[config.mk]
export PLATFORM = sky130hd
export DESIGN_NAME = tlk2711_tx_framer
export DESIGN_NICKNAME = d
export VERILOG_FILES = /design/src/rtl/tlk2711_tx_framer.sv
export SDC_FILE = /design/constraint.sdc
export NUM_CORES = 1
export LEC_CHECK = 0
export CORE_ASPECT_RATIO = 1.75
export CORE_UTILIZATION = 50
export CTS_CLUSTER_DIAMETER = 50
export DETAILED_ROUTE_END_ITERATION = 16
export PLACE_DENSITY = 0.76
export SLEW_MARGIN = 20
export SYNTH_ARGS = -nofsm -noshare
export SYNTH_HDL_FRONTEND = slang
export SYNTH_SLANG_ARGS = --single-unit
[constraint.sdc]
create_clock -name i_clk -period 2.6 [get_ports i_clk]
set_input_delay 0.52 -clock i_clk [delete_from_list [all_inputs] [get_ports i_clk]]
set_output_delay 0.52 -clock i_clk [all_outputs]
set_load 0.1 [all_outputs]
[src/rtl/tlk2711_tx_framer.sv]
// Transmit framer for the TLK2711-B parallel TX bus.
// Wraps each fabric packet as SOF, sequence header, payload, checksum, EOF and
// keeps the link filled with K28.5 idle words between and inside frames.
//
// Ports:
//   i_clk, i_rst            TX word clock, asynchronous active-high reset
//   i_tdata/i_tvalid/i_tlast/o_tready   16-bit payload stream (AXI-Stream style)
//   i_loopen, i_prbsen      loopback / PRBS requests (registered to the device pins)
//   o_txd, o_tkmsb, o_tklsb TLK2711 transmit data and K-char flags (registered)
//   o_tlk_enable, o_tlk_lckrefn, o_tlk_loopen, o_tlk_prbsen   device control pins
//   o_seq                   sequence number carried by the next frame header
//   o_busy                  high from the SOF word through the EOF word
//   o_err_oversize          one-cycle pulse, aligned with EOF, when a frame was truncated
module tlk2711_tx_framer #(
    parameter int unsigned MAX_LEN   = 1024,
    parameter int unsigned IFG_WORDS = 4
) (
    input  logic        i_clk,
    input  logic        i_rst,
    input  logic [15:0] i_tdata,
    input  logic        i_tvalid,
    input  logic        i_tlast,
    output logic        o_tready,
    input  logic        i_loopen,
    input  logic        i_prbsen,
    output logic [15:0] o_txd,
    output logic        o_tkmsb,
    output logic        o_tklsb,
    output logic        o_tlk_enable,
    output logic        o_tlk_lckrefn,
    output logic        o_tlk_loopen,
    output logic        o_tlk_prbsen,
    output logic [15:0] o_seq,
    output logic        o_busy,
    output logic        o_err_oversize
);

    localparam int unsigned WORD_W = 16;
    localparam int unsigned CNT_W  = 17;
    localparam int unsigned GAP_W  = 9;

    localparam logic [WORD_W-1:0] K_IDLE = 16'hC5BC;
    localparam logic [WORD_W-1:0] K_SOF  = 16'h50FB;
    localparam logic [WORD_W-1:0] K_EOF  = 16'h50FD;

    typedef enum logic [2:0] {
        ST_IDLE,
        ST_SOF,
        ST_HDR,
        ST_PAY,
        ST_CHK,
        ST_EOF,
        ST_DROP,
        ST_GAP
    } state_t;

    // With no inter-frame gap configured a finished frame returns straight to IDLE.
    localparam state_t ST_AFTER = (IFG_WORDS == 0) ? ST_IDLE : ST_GAP;

    state_t             state;
    state_t             state_nxt;
    logic [CNT_W-1:0]   cnt;
    logic [WORD_W-1:0]  csum;
    logic               oversize;
    logic [GAP_W-1:0]   gap_cnt;

    logic               accept;
    logic               hit_max;
    logic               last_gap;

    logic [WORD_W-1:0]  txd_d;
    logic               tklsb_d;
    logic               busy_d;
    logic               err_d;

    // Ready depends on state only, so the fabric never sees a ready->valid loop.
    assign o_tready = ((state == ST_PAY) && (cnt < CNT_W'(MAX_LEN))) || (state == ST_DROP);
    assign accept   = i_tvalid & o_tready;
    assign hit_max  = (cnt + CNT_W'(1)) == CNT_W'(MAX_LEN);
    assign last_gap = (gap_cnt + GAP_W'(1)) == GAP_W'(IFG_WORDS);

    // State register.
    always_ff @(posedge i_clk or posedge i_rst) begin
        if (i_rst) begin
            state <= ST_IDLE;
        end else begin
            state <= state_nxt;
        end
    end

    // Next-state logic.
    always_comb begin
        state_nxt = state;
        case (state)
            ST_IDLE: if (i_tvalid) state_nxt = ST_SOF;
            ST_SOF:  state_nxt = ST_HDR;
            ST_HDR:  state_nxt = ST_PAY;
            ST_PAY:  if (accept && (i_tlast || hit_max)) state_nxt = ST_CHK;
            ST_CHK:  state_nxt = ST_EOF;
            ST_EOF:  state_nxt = oversize ? ST_DROP : ST_AFTER;
            ST_DROP: if (accept && i_tlast) state_nxt = ST_AFTER;
            ST_GAP:  if (last_gap) state_nxt = ST_IDLE;
            default: state_nxt = ST_IDLE;
        endcase
    end

    // Output decode: word to launch on the TX bus at the next clock edge.
    always_comb begin
        txd_d   = K_IDLE;
        tklsb_d = 1'b1;
        busy_d  = 1'b0;
        err_d   = 1'b0;
        case (state)
            ST_SOF: begin
                txd_d  = K_SOF;
                busy_d = 1'b1;
            end
            ST_HDR: begin
                txd_d   = o_seq;
                tklsb_d = 1'b0;
                busy_d  = 1'b1;
            end
            ST_PAY: begin
                busy_d = 1'b1;
                // Without a valid word the link is kept alive with idle fill.
                if (accept) begin
                    txd_d   = i_tdata;
                    tklsb_d = 1'b0;
                end
            end
            ST_CHK: begin
                txd_d   = csum;
                tklsb_d = 1'b0;
                busy_d  = 1'b1;
            end
            ST_EOF: begin
                txd_d  = K_EOF;
                busy_d = 1'b1;
                err_d  = oversize;
            end
            default: ;
        endcase
    end

    // Frame datapath: payload counter, checksum, truncation flag, gap counter, sequence.
    always_ff @(posedge i_clk or posedge i_rst) begin
        if (i_rst) begin
            cnt      <= '0;
            csum     <= '0;
            oversize <= 1'b0;
            gap_cnt  <= '0;
            o_seq    <= '0;
        end else begin
            case (state)
                ST_HDR: begin
                    cnt  <= '0;
                    csum <= '0;
                end
                ST_PAY: begin
                    if (accept) begin
                        cnt  <= cnt + CNT_W'(1);
                        csum <= csum + i_tdata;
                        // A tlast on the MAX_LEN-th word is a clean end, not a truncation.
                        if (!i_tlast && hit_max) oversize <= 1'b1;
                    end
                end
                ST_EOF: begin
                    o_seq    <= o_seq + WORD_W'(1);
                    oversize <= 1'b0;
                    gap_cnt  <= '0;
                end
                ST_GAP:  gap_cnt <= gap_cnt + GAP_W'(1);
                default: ;
            endcase
        end
    end

    // Registered TX bus and status outputs.
    always_ff @(posedge i_clk or posedge i_rst) begin
        if (i_rst) begin
            o_txd          <= K_IDLE;
            o_tklsb        <= 1'b1;
            o_tkmsb        <= 1'b0;
            o_busy         <= 1'b0;
            o_err_oversize <= 1'b0;
        end else begin
            o_txd          <= txd_d;
            o_tklsb        <= tklsb_d;
            o_tkmsb        <= 1'b0;
            o_busy         <= busy_d;
            o_err_oversize <= err_d;
        end
    end

    // Device control pins: enable and reference lock come up one cycle after reset.
    always_ff @(posedge i_clk or posedge i_rst) begin
        if (i_rst) begin
            o_tlk_enable  <= 1'b0;
            o_tlk_lckrefn <= 1'b0;
            o_tlk_loopen  <= 1'b0;
            o_tlk_prbsen  <= 1'b0;
        end else begin
            o_tlk_enable  <= 1'b1;
            o_tlk_lckrefn <= 1'b1;
            o_tlk_loopen  <= i_loopen;
            o_tlk_prbsen  <= i_prbsen;
        end
    end

endmodule

==> results of run 1 <==
synth_stat cells, types with 12 or more instances:
cell,number,area [um^2]
dfrtp_1,74,1852
nand2_1,53,198.9
a21oi_1,32,160.2
nor2_1,32,120.1
o21ai_1,26,130.1
ha_1,22,275.3
xnor2_1,18,157.7
o21ai_0,16,80.08
clkbuf_1,14,52.55
o31ai_1,13,97.59
nand3_1,12,60.06
xor2_1,12,105.1
registers in the layout, indices dropped and copies added, names as in the netlist:
name            flops
o_tlk_prbsen        1
o_tlk_lckrefn       1
o_tklsb             1
o_tlk_loopen        1
cnt                17
o_seq              16
state               3
gap_cnt             9
oversize            1
o_err_oversize      1
o_busy              1
o_txd              16
csum               16
cell families (layout without fill, tap and decap cells):
| logic type | Yosys count | count (layout) |
|---|---|---|
| adder cells (fa/ha/maj) | 23 | 23 |
| multiplexers | 13 | 13 |
| buffers and inverters | 36 | 129 |
| AND/OR/NAND/NOR | 159 | 159 |
| XOR/XNOR | 30 | 30 |
| other | 2 | 2 |
| flip-flops | 84 | 84 |
| AO/OA/AOI/OAI | 140 | 140 |
power groups by stage:
stage / clock network [mW] / registers (mW) / logic, mW
3_3_place_gp: 0 / 1.89 / 3.61
3_5_place_dp: 0 / 1.90 / 3.69
4_1_cts: 1.32 / 1.88 / 3.72
5_1_grt: 1.37 / 1.92 / 3.97
6_report: 1.29 / 1.88 / 3.75
2_1_floorplan: 0 / 2.78 / 1.74
cell type report:
class,count,share of cell area
multi-input combinational,367,0.4182
sequential,84,0.3542
timing repair buffer,103,0.1446
clock buffer,9,0.03773
tap,122,0.02557
clock inverter,7,0.01279
inverter,10,0.006917
worst paths after layout:
| path | start | endpoint | slack [ps] | cells past startpoint |
|---|---|---|---|---|
| max reg2reg | cnt[1] | state[2] | 140 | 8 |
| min in group asynchronous | i_rst | cnt[11] | 610 | 3 |
| max in group asynchronous | i_rst | o_txd[2] | 1560 | 3 |
| min reg2reg | cnt[9] | cnt[9] | 500 | 1 |
| min | cnt[9] | cnt[9] | 500 | 1 |
| max | i_tdata[0] | csum[15] | 120 | 10 |
worst register-to-register path, cell delays in order (launching register included):
cell       delay (ps)
dfrtp_1           420
ha_2              300
inv_1              90
nor4_2            450
xnor2_1           170
nor4_4            290
a22oi_2           140
a2111oi_2         370
a221oi_1           80
per-layer routing:
metal	share of wire	wire length, um
met1	0.37	4709
met4	0.051	652
met2	0.54	6815
met5	0	0
met3	0.040	513
timing repair:
item | CTS | global route
endpoints found under the hold margin | 0 | 0
setup endpoints to repair | 1 | 4
pin swaps | 0 | 1
hold buffers | 0 | 0
gates resized for setup | 1 | 3
stage by stage:
| step | setup TNS [ps] | power (mW) | hold slack, ps | area (um^2) |
|---|---|---|---|---|
| 2_1_floorplan | 0 | 4.516 | 448.5 | 4805 |
| 3_3_place_gp | -1762 | 5.506 | 471.5 | 5652 |
| 3_5_place_dp | -2128 | 5.582 | 483.1 | 5652 |
| 4_1_cts | 0 | 6.910 | 498.8 | 5959 |
| 5_1_grt | 0 | 7.261 | 517.0 | 5969 |
| 6_report | 0 | 6.923 | 502.9 | 5969 |
==> flow_summary_export.csv, run 1 <==
group,metric,value,unit
outcome,outcome,"completed",
timing,hold_violations,0,
placement,placed_cells,686,
timing,skew,9.364,ps
timing,max_freq,402.8,MHz
timing,period_minus_slack,2483,ps
floorplan,boundaryPins,63,
yosys,synthSimpleGateAreaFrac,0.1745,
yosys,synth-seq-cells,84,
global_route,grtUsageMet3,0.04792,
global_route,antenna_found_initial,0,
placement,io_buffers,61,
timing,fin_ws,117.1,ps
setup_path,arrival,2760,ps
yosys,synthCells,487,
global_route,grt_use_total,0.2677,
yosys,synth_xor_xnor_area_share,0.05477,
routing,drt_pass1_iterations,7,
routing,drtAntennaViolNets,0,
final_layout,final_cell_mix,"buf_4 (79), dfrtp_1 (74), nand2_1 (53), nor2_1 (32), a21oi_1 (31)",
final_layout,seqCellArea,2115,um^2
yosys,syn_area,4797,um^2
yosys,synth_top_family_by_area,"compound AO/OA/AOI/OAI gates",
setup_path,path_delay_family,"compound AO/OA/AOI/OAI gates",
final_layout,drive_above_1_share,0.2448,
global_route,overflow,0,
routing,drc,0,
timing,finalSetupViolCount,0,
final_layout,n_fill_cell,802,
timing,worst_pin_slew,613.8,ps
setup_path,slowest_stage,"clkdlybuf4s50_1",
yosys,synthDistinctLibCells,68,
clock_tree,post-cts-setup-buffers,0,
global_route,grt_max_degree,85,
routing,viasPerCell,6.023,
global_route,grtUsageMet1,0.2908,
power_and_ir_drop,worst_ir_drop_vdd,0.0008563,V
final_layout,final_common_cell,"buf_4",
final_layout,multi_input_area,2496,um^2
clock_tree,cts_buffers,9,
power_and_ir_drop,powerDensity,1160,nW/um^2
final_layout,syn_to_final_growth,24.44,%
yosys,yosysSeqAreaShare,0.4408,
setup_path,crit_type,"primary input to register",
yosys,yosysWarnings,0,
setup_path,worst-path-max-fanout,3,
placement,place.gp.congestion,0.9077,
routing,drt-total-wl,12.69,mm
routing,wl_per_cell,18.08,um
floorplan,start_util,0.5098,
yosys,synth_compound_area_frac,0.1935,
timing,drv_slew,0,
power_and_ir_drop,power_frac_clock,0.187,
power_and_ir_drop,leakage,2.666,nW
setup_path,start_kind,"primary input",
clock_tree,root_buffer,"clkbuf_16",
setup_path,cp.required,2870,ps
timing,min_period_over_period,0.9550,
yosys,syn_nets,532,
power_and_ir_drop,p_seq_frac,0.271,
placement,dp_slack,-372.1,ps
floorplan,die_h,131.6,um
power_and_ir_drop,swShare,0.4793,
clock_tree,cts_tree,"done",
global_route,use_met2,0.4833,
clock_tree,numClockSinks,84,
floorplan,die-area,10010,um^2
setup_path,endpoint_kind,"register",
yosys,synth_flop_cell,"dfrtp_1",
final_layout,fin_cells,702,
floorplan,dieWidth,76.05,um
global_route,grt_pass1_vias,4203,
final_layout,fin_util,0.6344,
worst_hold_path,min_path_type,"register to register",
clock_tree,clk_latency,350,ps
yosys,synth-edff-count,0,
power_and_ir_drop,switchingPower,3.318,mW
final_layout,n_antenna_cell,0,
clock_tree,clk_pin_slew,60,ps
yosys,synth_area_per_cell,9.850,um^2
clock_tree,htree_num_levels,3,
final_layout,fin_nets,620,
timing,slew_headroom,0.5856,
placement,hpwl,9.202,mm
power_and_ir_drop,combPwrFrac,0.542,
global_route,grt.busiest_layer,"met2",
timing,rsz0062_at_grt,"no",
setup_path,cp_cell_sequence,"clkdlybuf4s50_1, ha_1, buf_4, a211oi_1, o21bai_1, o211ai_1, and3b_1, or3_1, a211o_1, o21ai_1",
global_route,grt_pass1_wl,20.73,mm
setup_path,slowest_delay,530,ps
yosys,async_flop_share,1.000,
floorplan,rows,47,
routing,drt_iter0_drc,415,
yosys,muxShareOfSynthArea,0.02947,
floorplan,core_area,9409,um^2
run,cap_violations,0,
clock_tree,clockBufferDepth,2,
yosys,synth_fa_ha_area_frac,0.06155,
power_and_ir_drop,cell_internal_pwr,3.605,mW
routing,vias,4228,
setup_path,cp_num_buf_inv,2,
No activity file was read; power rests on OpenSTA's default activity.
==> inputs of run 2 (changes only) <==
Settings changed: RECOVER_POWER set to 50.
==> flow_summary_export.csv, run 2 (synthesis gave the netlist of run 1 again) <==
group,metric,value,unit
power_and_ir_drop,leakage,2.616,nW
setup_path,reg2reg_from,"cnt[1]",
clock_tree,clk_pin_slew,60,ps
timing,slew_headroom,0.2168,
outcome,outcome,"completed",
global_route,grt_max_degree,85,
routing,drt_iter0_drc,329,
setup_path,arrival,2760,ps
global_route,antenna_found_initial,0,
final_layout,fin_nets,620,
placement,hpwl,9.202,mm
setup_path,start_kind,"primary input",
floorplan,rows,47,
worst_hold_path,worstHoldPathCells,1,
worst_hold_path,worst_hold_startpoint,"cnt[9]",
placement,io_buffers,61,
floorplan,dieWidth,76.05,um
setup_path,crit_type,"primary input to register",
routing,drt-total-wl,12.74,mm
final_layout,regMostFlops,"cnt",
global_route,grt_pass1_vias,4203,
final_layout,largest_reg_flops,17,
routing,drtAntennaViolNets,0,
clock_tree,clockBufferDepth,2,
setup_path,slowest_stage,"clkdlybuf4s50_1",
floorplan,die-area,10010,um^2
routing,vias,4211,
setup_path,slowest_delay,530,ps
timing,period_minus_slack,2493,ps
setup_path,worst-path-max-fanout,3,
floorplan,start_util,0.5098,
placement,dp_slack,-372.1,ps
clock_tree,cts_buffers,9,
timing,finalSetupViolCount,0,
final_layout,syn_to_final_growth,22.95,%
setup_path,worst-path-stages,10,
power_and_ir_drop,powerDensity,1166,nW/um^2
power_and_ir_drop,p_total,6.875,mW
global_route,grt_use_total,0.2677,
setup_path,endpoint_kind,"register",
setup_path,cp.required,2870,ps
placement,placed_cells,686,
global_route,overflow,0,
clock_tree,ctsHoldBuffers,0,
setup_path,reg2reg_depth,8,
timing,max_freq,401.1,MHz
global_route,grt_pass1_wl,20.73,mm
floorplan,die_h,131.6,um
placement,place.gp.congestion,0.9077,
timing,hold_violations,0,
run,cap_violations,0,
final_layout,n_antenna_cell,0,
setup_path,r2r-end,"state[2]",
setup_path,path_delay_family,"compound AO/OA/AOI/OAI gates",
timing,skew,9.491,ps
clock_tree,cts_tree,"done",
timing,drv_slew,0,
final_layout,n_fill_cell,820,
setup_path,r2r_slack,140,ps
floorplan,core_area,9409,um^2
routing,viasPerCell,5.999,
routing,wl_per_cell,18.15,um
final_layout,final_cell_mix,"dfrtp_1 (74), buf_4 (68), nand2_1 (54), nor2_1 (32), a21oi_1 (31)",
floorplan,boundaryPins,63,
timing,fin_ws,106.7,ps
final_layout,postLayoutCellArea,5898,um^2
timing,rsz0062_at_grt,"no",
setup_path,cp_num_buf_inv,2,
timing,worst_pin_slew,1180,ps
routing,drc,0,
clock_tree,numClockSinks,84,
worst_hold_path,min_path_type,"register to register",
final_layout,fin_util,0.6269,
worst_hold_path,hold_end,"cnt[9]",
placement,place_area,5652,um^2
timing,timing.hold.ws,505.2,ps
timing,min_period_over_period,0.9590,
clock_tree,htree_num_levels,3,
final_layout,final_common_cell,"dfrtp_1",
routing,drt_pass1_iterations,7,
final_layout,drive_above_1_share,0.2224,
timing,tns,0,ps
clock_tree,root_buffer,"clkbuf_16",
setup_path,cp_cell_sequence,"clkdlybuf4s50_1, ha_1, buf_4, a211oi_1, o21bai_1, o211ai_1, and3b_1, or3_1, a211o_1, o21ai_1",
final_layout,fin_cells,702,
clock_tree,post-cts-setup-buffers,0,
power_and_ir_drop,worst_ir_drop_vdd,0.0008507,V
clock_tree,clk_latency,350,ps
==> run 2: cell types whose count changed in the layout (fill, tap and decap cells not counted) <==
cell / delta
buf_4: -11
clkbuf_1: +11
clkdlybuf4s50_1: -3
dlygate4sd3_1: +3
buf_12: -1
clkbuf_4: +1
nand2_1: +1
nand2_2: -1
nand4_1: +1
nand4_4: -1
==> run 2: layout make-up <==
class,instances,area (um^2),area share
Clock buffer,9,225.2,0.03818
Clock inverter,7,76.32,0.01294
Inverter,10,41.29,0.007000
Multi-Input combinational cell,367,2479,0.4202
Sequential cell,84,2115,0.3585
Tap cell,122,152.6,0.02588
Timing Repair Buffer,103,809.5,0.1373
==> run 2: worst max path at each step <==
stage / start / endpoint
after floorplan: cnt[16] / o_tready
after global placement: i_tdata[0] / csum[14]
after detailed placement: i_tdata[0] / csum[14]
after CTS: i_tdata[0] / csum[14]
after global routing: i_tdata[2] / csum[15]
final: i_tdata[0] / csum[15]
==> run 2: power by group <==
part           total [mW]  internal (mW)  switching (mW)
clock                1.30          0.749           0.549
combinational        3.71           1.17            2.53
sequential           1.87           1.64           0.236
total                6.88           3.56            3.32
==> run 2: repair_timing <==
item / in CTS / in global routing
gates resized for setup: 1 / 3
pin swaps: 0 / 1
endpoints found under the setup margin: 1 / 4
==> run 2: per-layer routing <==
| layer | vias to the layer above | track usage | wire length [um] |
|---|---|---|---|
| met5 | - | 0 | 0 |
| met4 | 0 | 0.1496 | 519 |
| met1 | 2080 | 0.2908 | 4773 |
| li1 | 1952 | - | - |
| met2 | 146 | 0.4833 | 6989 |
| met3 | 33 | 0.04792 | 459 |
==> inputs of run 3 (changes only) <==
Settings changed: CORE_UTILIZATION 50 to 55, PLACE_DENSITY 0.76 to 0.8, TNS_END_PERCENT set to 10.
Clock period 2.6 ns to 3 ns, I/O delays scaled along.
==> flow_summary_export.csv, run 3 (synthesis gave the netlist of run 1 again) <==
group,metric,value,unit
setup_path,r2r-end,"cnt[5]",
routing,drt_pass1_iterations,4,
final_layout,fin_cells,670,
timing,min_period_over_period,0.9135,
timing,rsz0062_at_grt,"no",
power_and_ir_drop,combPwrFrac,0.520,
worst_hold_path,worstHoldPathCells,1,
floorplan,start_util,0.5733,
power_and_ir_drop,cell_internal_pwr,2.860,mW
clock_tree,ctsHoldBuffers,0,
placement,hpwl,8.546,mm
routing,wl_per_cell,17.14,um
global_route,overflow,0,
routing,drc,0,
worst_hold_path,worst_hold_startpoint,"cnt[9]",
floorplan,boundaryPins,63,
final_layout,drive_above_1_share,0.1802,
routing,drtAntennaViolNets,0,
timing,tns,0,ps
global_route,grt_pass1_vias,3994,
final_layout,fin_util,0.6761,
final_layout,n_fill_cell,665,
setup_path,cp.required,3210,ps
placement,place.gp.congestion,0.8931,
floorplan,die_h,125.5,um
placement,io_buffers,61,
timing,skew,5.486,ps
power_and_ir_drop,leakage,2.467,nW
setup_path,crit_type,"register to register",
clock_tree,clockBufferDepth,2,
setup_path,arrival,2950,ps
setup_path,start_kind,"register",
timing,slew_headroom,0.1153,
final_layout,n_antenna_cell,0,
floorplan,rows,44,
clock_tree,post-cts-setup-buffers,0,
placement,placed_cells,654,
global_route,grt_pass1_wl,19.28,mm
power_and_ir_drop,powerDensity,995.8,nW/um^2
routing,drt-total-wl,11.48,mm
setup_path,reg2reg_from,"state[1]",
setup_path,r2r_slack,260,ps
power_and_ir_drop,swShare,0.4924,
clock_tree,cts_tree,"done",
timing,hold_violations,0,
final_layout,final_cell_mix,"dfrtp_1 (74), nand2_1 (54), buf_4 (42), nor2_1 (32), a21oi_1 (31)",
final_layout,regMostFlops,"cnt",
power_and_ir_drop,switchingPower,2.774,mW
outcome,outcome,"completed",
clock_tree,clk_latency,340,ps
timing,max_freq,364.9,MHz
timing,timing.hold.ws,480.0,ps
clock_tree,htree_num_levels,3,
routing,drt_iter0_drc,323,
floorplan,core_area,8368,um^2
placement,place_area,5440,um^2
global_route,antenna_found_initial,0,
final_layout,fin_nets,595,
clock_tree,cts_resized,0,
clock_tree,clk_pin_slew,60,ps
placement,dp_slack,-21.87,ps
worst_hold_path,min_path_type,"register to register",
worst_hold_path,hold_end,"cnt[9]",
clock_tree,numClockSinks,84,
timing,drv_slew,0,
setup_path,endpoint_kind,"register",
final_layout,syn_to_final_growth,17.94,%
floorplan,dieWidth,72.60,um
power_and_ir_drop,p_seq_frac,0.293,
clock_tree,cts_buffers,9,
timing,finalSetupViolCount,0,
clock_tree,root_buffer,"clkbuf_16",
power_and_ir_drop,p_total,5.634,mW
routing,vias,4009,
setup_path,reg2reg_depth,7,
power_and_ir_drop,worst_ir_drop_vdd,0.0005070,V
timing,fin_ws,259.4,ps
routing,viasPerCell,5.984,
run,cap_violations,0,
final_layout,largest_reg_flops,17,
final_layout,postLayoutCellArea,5658,um^2
floorplan,die-area,9114,um^2
final_layout,final_common_cell,"dfrtp_1",
timing,period_minus_slack,2741,ps
setup_path,worst-path-max-fanout,20,
power_and_ir_drop,power_frac_clock,0.187,
timing,worst_pin_slew,1320,ps
global_route,grt_use_total,0.2723,
global_route,grt_max_degree,37,
==> run 3: cell count changes in the layout (fill, tap and decap cells not counted), sizes merged <==
cell and change:
buf -27, clkinv -3, inv +3, bufinv -1, clkinvlp +1, clkbuf +2
==> run 3: power groups by stage <==
stage / registers (mW) / clock network, mW / logic, mW
3_3_place_gp: 1.65 / 0 / 2.89
4_1_cts: 1.65 / 1.07 / 2.96
3_5_place_dp: 1.67 / 0 / 2.95
6_report: 1.65 / 1.05 / 2.93
2_1_floorplan: 2.41 / 0 / 1.51
5_1_grt: 1.69 / 1.13 / 3.14
==> run 3: worst max-delay path by stage <==
stage | from | endpoint | slack, ps | cells after the start
floorplan | i_rst | cnt[0] | 250 | 1
global placement | i_tdata[0] | csum[14] | 40 | 10
detailed placement | i_tdata[0] | csum[14] | -20 | 10
CTS | i_tdata[0] | csum[14] | 330 | 10
global route | state[1] | csum[15] | 140 | 7
finish | state[1] | cnt[5] | 260 | 7
==> run 3: critical path: stages (launching register included) <==
cell and delay (ps):
dfrtp_1 430, clkbuf_1 630, nand2_1 360, a21oi_4 360, o21ai_2 300, buf_4 290, o21ai_1 140, o41ai_1 90
==> run 3: layout make-up <==
cell class,count,area (um^2),share of cell area
well taps,115,143.9,0.02543
clock inverters,7,57.56,0.01017
repair buffers,78,600.6,0.1061
flip-flops and latches,84,2115,0.3737
inverters,10,38.79,0.006855
clock buffers,9,225.2,0.03981
multi-input cells,367,2477,0.4379
==> run 3: per-layer routing <==
metal	routed length, um	track usage	vias to the layer above
met2	5885	0.4541	130
li1	-	-	1900
met3	451	0.05238	28
met5	0	0	-
met4	385	0.1142	0
met1	4759	0.3390	1951
